[config.mk]
export PLATFORM = sky130hd
export DESIGN_NAME = seg_write_sequencer_flat
export DESIGN_NICKNAME = d
export VERILOG_FILES = /design/src/rtl/seg_write_sequencer_pkg.sv /design/src/rtl/seg_write_sequencer_if.sv /design/src/rtl/seg_write_sequencer_lowest_set.sv /design/src/rtl/seg_write_sequencer.sv /design/src/flat_wrapper.sv
export SDC_FILE = /design/constraint.sdc
export NUM_CORES = 1
export LEC_CHECK = 0
export BUFFER_PORTS_ARGS = -buffer_cell sky130_fd_sc_hd__buf_2
export CELL_PAD_IN_SITES_DETAIL_PLACEMENT = 0
export CELL_PAD_IN_SITES_GLOBAL_PLACEMENT = 1
export CORE_MARGIN = 4
export CORE_UTILIZATION = 38
export CTS_CLUSTER_DIAMETER = 30
export DETAILED_ROUTE_END_ITERATION = 10
export HOLD_SLACK_MARGIN = 0.1
export PLACE_DENSITY = 0.83
export SYNTH_ARGS = -nofsm -noshare
export SYNTH_HDL_FRONTEND = slang
export SYNTH_SLANG_ARGS = --single-unit
[constraint.sdc]
create_clock -name clk -period 2.4 [get_ports clk]
set_input_delay 0.12 -clock clk [delete_from_list [all_inputs] [get_ports clk]]
set_output_delay 0.12 -clock clk [all_outputs]
set_load 0.02 [all_outputs]
[src/rtl/seg_write_sequencer_pkg.sv]
// Shared types and sizing for the seven-segment write sequencer.
// One nibble per digit, digits addressed by a SEL_W-bit index.
package seg_seq_pkg;
  localparam int NUM_DIGITS = 8;
  localparam int NIB_W      = 4;
  localparam int SEL_W      = $clog2(NUM_DIGITS);

  typedef enum logic [1:0] {S_IDLE, S_WRITE, S_GAP, S_DONE} state_t;
  typedef logic [NIB_W-1:0] nibble_t;

  function automatic nibble_t get_nibble(input logic [NUM_DIGITS*NIB_W-1:0] v,
                                         input logic [SEL_W-1:0] idx);
    return v[idx*NIB_W +: NIB_W];
  endfunction
endpackage

[src/rtl/seg_write_sequencer_if.sv]
// Request handshake plus display write port between a value source and the sequencer.
// master = requester/display side, slave = the sequencer itself.
interface seg_write_sequencer_if import seg_seq_pkg::*; ();
  logic                        start;
  logic [NUM_DIGITS*NIB_W-1:0] value;
  logic [NUM_DIGITS-1:0]       digit_mask;
  logic                        busy;
  logic                        done;
  logic [SEL_W-1:0]            sel;
  nibble_t                     num;
  logic                        write;

  modport master (output start, value, digit_mask,
                  input  busy, done, sel, num, write);
  modport slave  (input  start, value, digit_mask,
                  output busy, done, sel, num, write);
endinterface

[src/rtl/seg_write_sequencer_lowest_set.sv]
// Priority encoder: index of the lowest set bit of a NUM_DIGITS-wide mask.
// Purely combinational; valid is low when the mask is empty.
module seg_lowest_set import seg_seq_pkg::*; (
  input  logic [NUM_DIGITS-1:0] mask_i,
  output logic [SEL_W-1:0]      idx_o,
  output logic                  valid_o
);
  always_comb begin
    idx_o   = '0;
    valid_o = 1'b0;
    // Scan downward so the lowest set bit is the last one to win.
    for (int i = NUM_DIGITS - 1; i >= 0; i--) begin
      if (mask_i[i]) begin
        idx_o   = SEL_W'(i);
        valid_o = 1'b1;
      end
    end
  end
endmodule

[src/rtl/seg_write_sequencer.sv]
// Streams a captured 8-digit image into the display unit, one write strobe per enabled digit.
// Outputs are registered; the first strobe appears the cycle after start is sampled.
module seg_write_sequencer import seg_seq_pkg::*; #(
  parameter int GAP_CYCLES = 0
) (
  input  logic                  clk,
  input  logic                  reset,
  seg_write_sequencer_if.slave  bus
);
  localparam logic [3:0] GAP_LAST = 4'((GAP_CYCLES > 0) ? GAP_CYCLES - 1 : 0);

  state_t                      state_q, state_d;
  logic [NUM_DIGITS*NIB_W-1:0] val_q, val_d;
  logic [NUM_DIGITS-1:0]       mask_q, mask_d;
  logic [3:0]                  gap_q, gap_d;
  logic                        busy_q, busy_d;
  logic                        done_q, done_d;
  logic                        write_q, write_d;
  logic [SEL_W-1:0]            sel_q, sel_d;
  nibble_t                     num_q, num_d;

  logic [NUM_DIGITS*NIB_W-1:0] src_val;
  logic [NUM_DIGITS-1:0]       src_mask;
  logic [NUM_DIGITS-1:0]       lo_bit;
  logic [SEL_W-1:0]            idx;
  logic                        idx_vld;
  logic                        issue;

  // In IDLE the first digit is encoded straight from the inputs so its strobe lands at T+1.
  assign src_val  = (state_q == S_IDLE) ? bus.value      : val_q;
  assign src_mask = (state_q == S_IDLE) ? bus.digit_mask : mask_q;
  assign lo_bit   = {{(NUM_DIGITS-1){1'b0}}, 1'b1} << idx;

  seg_lowest_set u_lowest (
    .mask_i  (src_mask),
    .idx_o   (idx),
    .valid_o (idx_vld)
  );

  always_comb begin
    state_d = state_q;
    val_d   = val_q;
    mask_d  = mask_q;
    gap_d   = gap_q;
    busy_d  = busy_q;
    done_d  = 1'b0;
    write_d = 1'b0;
    sel_d   = sel_q;
    num_d   = num_q;
    issue   = 1'b0;

    case (state_q)
      S_IDLE: begin
        busy_d = 1'b0;
        if (bus.start) begin
          val_d  = bus.value;
          mask_d = bus.digit_mask;
          busy_d = 1'b1;
          if (idx_vld) begin
            issue   = 1'b1;
            state_d = S_WRITE;
          end else begin
            done_d  = 1'b1;
            state_d = S_DONE;
          end
        end
      end
      S_WRITE: begin
        if (!idx_vld) begin
          done_d  = 1'b1;
          state_d = S_DONE;
        end else if (GAP_CYCLES > 0) begin
          gap_d   = GAP_LAST;
          state_d = S_GAP;
        end else begin
          issue = 1'b1;
        end
      end
      S_GAP: begin
        if (gap_q == '0) begin
          issue   = 1'b1;
          state_d = S_WRITE;
        end else begin
          gap_d = gap_q - 4'd1;
        end
      end
      S_DONE: begin
        busy_d  = 1'b0;
        state_d = S_IDLE;
      end
      default: state_d = S_IDLE;
    endcase

    if (issue) begin
      write_d = 1'b1;
      sel_d   = idx;
      num_d   = get_nibble(src_val, idx);
      mask_d  = src_mask & ~lo_bit;
    end
  end

  always_ff @(posedge clk) begin
    if (!reset) begin
      state_q <= S_IDLE;
      val_q   <= '0;
      mask_q  <= '0;
      gap_q   <= '0;
      busy_q  <= 1'b0;
      done_q  <= 1'b0;
      write_q <= 1'b0;
      sel_q   <= '0;
      num_q   <= '0;
    end else begin
      state_q <= state_d;
      val_q   <= val_d;
      mask_q  <= mask_d;
      gap_q   <= gap_d;
      busy_q  <= busy_d;
      done_q  <= done_d;
      write_q <= write_d;
      sel_q   <= sel_d;
      num_q   <= num_d;
    end
  end

  assign bus.busy  = busy_q;
  assign bus.done  = done_q;
  assign bus.write = write_q;
  assign bus.sel   = sel_q;
  assign bus.num   = num_q;
endmodule

[src/flat_wrapper.sv]
// flat-port wrapper written by rule: the top's interface ports become plain ports
module seg_write_sequencer_flat import seg_seq_pkg::*;
#(
  parameter int GAP_CYCLES = 0
)
  (clk, reset, bus_start, bus_value, bus_digit_mask, bus_busy, bus_done, bus_sel, bus_num, bus_write);
  seg_write_sequencer_if bus_i ();
  input  logic clk;
  input  logic reset;
  input wire logic [$bits(bus_i.start)-1:0] bus_start;
  input wire logic [$bits(bus_i.value)-1:0] bus_value;
  input wire logic [$bits(bus_i.digit_mask)-1:0] bus_digit_mask;
  output wire logic [$bits(bus_i.busy)-1:0] bus_busy;
  output wire logic [$bits(bus_i.done)-1:0] bus_done;
  output wire logic [$bits(bus_i.sel)-1:0] bus_sel;
  output wire logic [$bits(bus_i.num)-1:0] bus_num;
  output wire logic [$bits(bus_i.write)-1:0] bus_write;
  assign bus_i.start = bus_start;
  assign bus_i.value = bus_value;
  assign bus_i.digit_mask = bus_digit_mask;
  assign bus_busy = bus_i.busy;
  assign bus_done = bus_i.done;
  assign bus_sel = bus_i.sel;
  assign bus_num = bus_i.num;
  assign bus_write = bus_i.write;
  seg_write_sequencer #(.GAP_CYCLES(GAP_CYCLES)) u_core (.clk(clk), .reset(reset), .bus(bus_i));
endmodule
* Word level (Yosys, flattened, before mapping)
Index checks and enable logic that the tools add are counted.
Word-level totals: logic and storage cells 66, input port bits 43, output and inout port bits 10, bits in registers 56
Operators by class: bitwise operators 3, shift-type cells 2, muxes and demuxes 36, equality and inequality tests 6, reduce and logical (&&, ||, !) cells 9, add/sub/neg operators 1
Operator list (number):
- $mux 32 | 1
- $mux 8 | 4
- $shiftx 32x6->4 | 1
- $mux 3 | 8
- $mux 1 | 15
- $and 8x8->8 | 1
- $mux 2 | 4
- $not 8->8 | 1
- $pmux 2 s4 | 1
- $shl 1x3->8 const A | 1
- $reduce_and 2->1 | 3
- $reduce_bool 2->1 | 3
- $eq 2x2->1 const B | 2
- $logic_not 4->1 | 1
- $ne 2x2->1 const B | 2
- $pmux 1 s2 | 2
- $sub 4x1->4 const B | 1
- $pmux 1 s3 | 1
- $reduce_and 3->1 | 1
- $eq 2x1->1 const B | 1
- $logic_not 2->1 | 1
- $ne 2x1->1 const B | 1
- $not 1->1 | 1

* Depth between registers and ports, before layout
depth after elaboration 15, depth in mapped cells 11, depth with buffers taken out 9

* Hierarchy
From an unflattened synthesis, not the netlist that was laid out.
Unflattened totals: cell total of the unflattened synthesis 327, area total of the unflattened synthesis 2890.3 um^2
By module, submodules not included:
- seg_write_sequencer | sequential area each 1121.1 um^2, cells each 314, area an instance 2810.2 um^2, times used 1
- seg_lowest_set | sequential area each 0.0 um^2, cells each 13, area an instance 80.1 um^2, times used 1

* Worst setup path before layout
No wires, ideal clock.
path type register to register, from reg u_core.state_q[0], to reg u_core.mask_q[4], data required time 2.285 ns, path buffers 1, slack -0.065 ns, data arrival time 2.349 ns, period minus slack after synthesis 2.465 ns, setup time 0.115 ns, stages on the path, launching flop included 11, path through dfxtp_1 -> inv_1 -> ha_1 -> buf_4 -> nor3_1 -> a2bb2o_1 -> nor2_2 -> o31ai_4 -> o21ai_2 -> mux2_2 -> and3_1
Between the ends: word-level cells in the longest chain between the ends 15, elaborated cells on any way between the ends 30, classes of those cells eq/ne (2); shift (1); mux (21); bitwise (2); reduce/logical (4)
Ends and longest elaborated chain:
- from (decl) | RTL line seg_write_sequencer.sv:12 | state_t state_q, state_d;
- from (signal assigned) | RTL line seg_write_sequencer.sv:114 | state_q <= state_d;
- $logic_not 2->1 | RTL line seg_write_sequencer.sv:31, seg_write_sequencer.sv:52
- $mux 8 | RTL line seg_write_sequencer.sv:31 | assign src_mask = (state_q == S_IDLE) ? bus.digit_mask : mask_q;
- $mux 1 (8 in series) | RTL line seg_write_sequencer_lowest_set.sv:13 | if (mask_i[i]) begin
- $mux 1 | RTL line seg_write_sequencer.sv:59 | if (idx_vld) begin
- $mux 1 | RTL line seg_write_sequencer.sv:55 | if (bus.start) begin
- $pmux 1 s3 | RTL line seg_write_sequencer.sv:52 | case (state_q)
- $reduce_bool 2->1 (no line)
- $reduce_and 2->1 (no line)
- to (signal assigned) | RTL line seg_write_sequencer.sv:116 | mask_q <= mask_d;
- to (decl) | RTL line seg_write_sequencer.sv:14 | logic [NUM_DIGITS-1:0] mask_q, mask_d;
Parallel ways exist; a longest one is shown, timed or not. A chain may end at the register's enable or synchronous reset.

* Worst setup path after layout
from reg u_core.state_q[0], to reg u_core.num_q[3] (netlist: u_core.bus.num[3])
Between the ends: word-level cells in the longest chain between the ends 13, elaborated cells on any way between the ends 25, classes of those cells eq/ne (2); shift (1); mux (21); reduce/logical (1)
Ends and longest elaborated chain:
- parallel branches: the longest is 13 deep, another holds $shiftx 32x6->4
- to (signal assigned) | RTL line seg_write_sequencer.sv:122 | num_q <= num_d;
- to (decl) | RTL line seg_write_sequencer.sv:20 | nibble_t num_q, num_d;
Parallel ways; which one is timed is not known.

==> reports/qor.yml <==
cp-startpoint: "u_core.state_q[0]"
antenna_cells: 0
endpoint_kind: "flop"
crit_family: "buffers and inverters"
cts_buffers: 5
path_buf_inv: 6
rsz0062_at_grt: "true"
holdCritStartpoint: "bus_digit_mask[1]"
timing.final.crit_share_pct: 97.0
avgSynthCellArea_um2: 8.60
grt-ovfl-total: 0
synth_edf_count: 0
wl_um: 8850
synth_ff_type: "dfxtp_1"
netlist_area_um2: 3110
grt_pass1_wl_um: 14100
start_util_pct: 39.7
ctsHtreeMaxLevel: 2
max_freq_mhz: 429
path_depth: 12
port_buffers: 52
pwr-share-seq_pct: 42.0
clock_latency_ns: 0.32
cp.required_ns: 2.59
synth.most_common_cell: "nand2_1"
syn-num-nets: 413
die_x_um: 98.5
combPwrFrac_pct: 37.3
report.final.hold_viol_count: 0
nets: 525
vias: 2978
core_area_um2: 7850
cap_violations: 0
ir_worst_vdd_uv: 331
drc: 0
crit_path_max_fanout: 7
finalSetupTns_ns: 0
crit_top_cell: "buf_4"
first_iter_violations: 200
wire_per_inst_um: 15.3
synth_cells: 362
yosysTopAreaCellShare_pct: 36.0
yosysTopAreaCell: "dfxtp_1"
worst_pin_slew_ns: 0.505
fillers: 757
grt_max_degree: 36
cts.path.max_buffers: 2
cp_data_arrival_time_ns: 2.52
grt_pass1_vias: 2779
timing.rr.start: "u_core.state_q[0]"
grt.total_usage_pct: 17.8
pwr-share-clk_pct: 20.7
ys_types: 51
antenna_found_initial: 0
power_density_nw_per_um2: 591
slew_headroom_pct: 66.0
clk_pin_slew_ns: 0.11
die_area_um2: 9710
root_buffer: "clkbuf_8"
ios: 53
synth_warnings: 0
ant_nets: 0
die_h_um: 98.5
path_class: "flop to flop"
cts_tree: "yes"
synth_common_cells: "nand2_1 (73), dfxtp_1 (56), a21oi_1 (45)"
synthTopCellsByArea: "dfxtp_1 (36%), nand2_1 (8.8%), a21oi_1 (7.2%), mux2i_1 (4.5%), mux2_2 (3.3%)"
p_leak_nw: 1.79
setup_viol: 0
rr_worst_depth: 12
swShare_pct: 33.6
gp_congestion: 0.841
drive_above_1_share_pct: 32.6
internal_power_mw: 1.68
min_period_ns: 2.33
viasPerCell: 5.16
status: "completed"
cts_num_sinks: 56
hold_class: "input port to flop"
switching_power_mw: 0.846
stdcell_count: 577
slowest_delay_ns: 0.34
clock_skew_ns: 0.0148
ys_seq_elements: 56
path_cells: "inv_2 -> ha_4 -> buf_12 -> a2111oi_4 -> buf_4 -> buf_6 -> nor2_4 -> buf_4 -> buf_4 -> mux4_2 -> nor3_1 -> a2111oi_2"
start_kind: "flop"
crit_slowest_cell: "dfxtp_2"
maxSlewViolCount: 0
async_reset_ff_share_pct: 0
area_delta_synth_final_pct: 37.0
whs_path_depth: 3
yosysSeqAreaShare_pct: 36.0
dp_cells: 533
fin_util_pct: 54.4
dpl.hpwl_um: 6350
drtPass1Iterations: 4
num_rows: 32
path summary, 6_finish.rpt:
path / slack, ns / end
worst max-delay path: 0.07 / u_core.bus.num[3]
worst min-delay path: 0.13 / u_core.mask_q[1]
worst max register to register: 0.07 / u_core.bus.num[3]
worst min register to register: 0.46 / u_core.val_q[16]
cells by family after synthesis:
logic type,after synthesis,share of synthesized area (%)
buffers and inverters,30,4.50
DFF,56,36.0
AOI/OAI and AO/OA,93,21.4
and+or+nand+nor,144,22.0
adders and majority gates,8,3.21
muxes,29,12.3
xor gates and xnor gates,2,0.563
through the flow:
stage	hold slack, ns	setup slack, ns	cell area (um2)	power [mW]
after floorplan	0.248	0.0249	3130	1.59
after global placement	0.371	-0.0522	3710	1.89
after detailed placement	0.379	-0.0956	3710	1.90
after CTS	0.121	-0.000765	4150	2.47
after global routing	0.159	-0.0358	4270	2.66
final	0.132	0.0709	4270	2.52
cell usage in the layout (no fill, tap or decap), types with 3 or more instances in the layout:
cell / n
nand2_1: 72
dfxtp_1: 54
buf_2: 52
a21oi_1: 44
buf_4: 37
dlygate4sd3_1: 32
nor2_1: 18
mux2i_1: 13
o21ai_0: 10
mux2_2: 9
nor2b_1: 8
inv_1: 7
nor3_1: 7
ha_1: 7
a211oi_1: 6
mux4_2: 6
and2_1: 5
o21ai_1: 5
clkbuf_8: 5
nand2b_1: 4
buf_6: 4
nor3_2: 3
and3_1: 3
worst reg2reg max path: stages, from the launching register on:
cell	delay, ns
dfxtp_2	0.34
inv_2	0.05
ha_4	0.16
buf_12	0.13
a2111oi_4	0.25
buf_4	0.20
buf_6	0.13
nor2_4	0.07
buf_4	0.14
buf_4	0.14
mux4_2	0.29
nor3_1	0.25
a2111oi_2	0.08
area by class of cell:
cell class | count | area (um2) | area share (%)
flip-flops and latches | 56 | 1120 | 26.3
well taps | 102 | 128 | 2.99
inverters | 9 | 33.8 | 0.792
clock inverters | 2 | 13.8 | 0.323
repair buffers | 126 | 923 | 21.6
clock buffers | 6 | 72.6 | 1.70
multi-input cells | 276 | 1970 | 46.2
routing by layer:
metal  global-route usage [%]  share of wire [%]  vias to the layer above
met4                     4.62                1.5                        0
met1                     24.3                 47                     1402
li1                         -                  -                     1502
met3                     3.11                4.2                       12
met2                     29.2                 48                       62
met5                        0                  0                        -
power groups by stage:
stage                     logic (mW)  registers (mW)  clock network [mW]
after floorplan                0.492            1.09                   0
after global placement         0.814            1.07                   0
after CTS                      0.879            1.06               0.538
after detailed placement       0.822            1.08                   0
final                          0.941            1.06               0.521
after global routing            1.02            1.07               0.578
state kept, by name, summed over array words and instances, names as in the netlist, 2 cells and up:
name / count
u_core.val_q: 32
u_core.state_q: 2
u_core.gap_q: 4
u_core.bus.num: 4
u_core.mask_q: 8
u_core.bus.sel: 3
timing repair:
item	in CTS	in global routing
buffers inserted	0	4
setup endpoints to repair	6	13
hold endpoints to repair	32	0
cloned	0	0
pin swaps	2	12
hold buffers	32	0
resized for setup	7	27
Power figures use the tool's default switching activity.
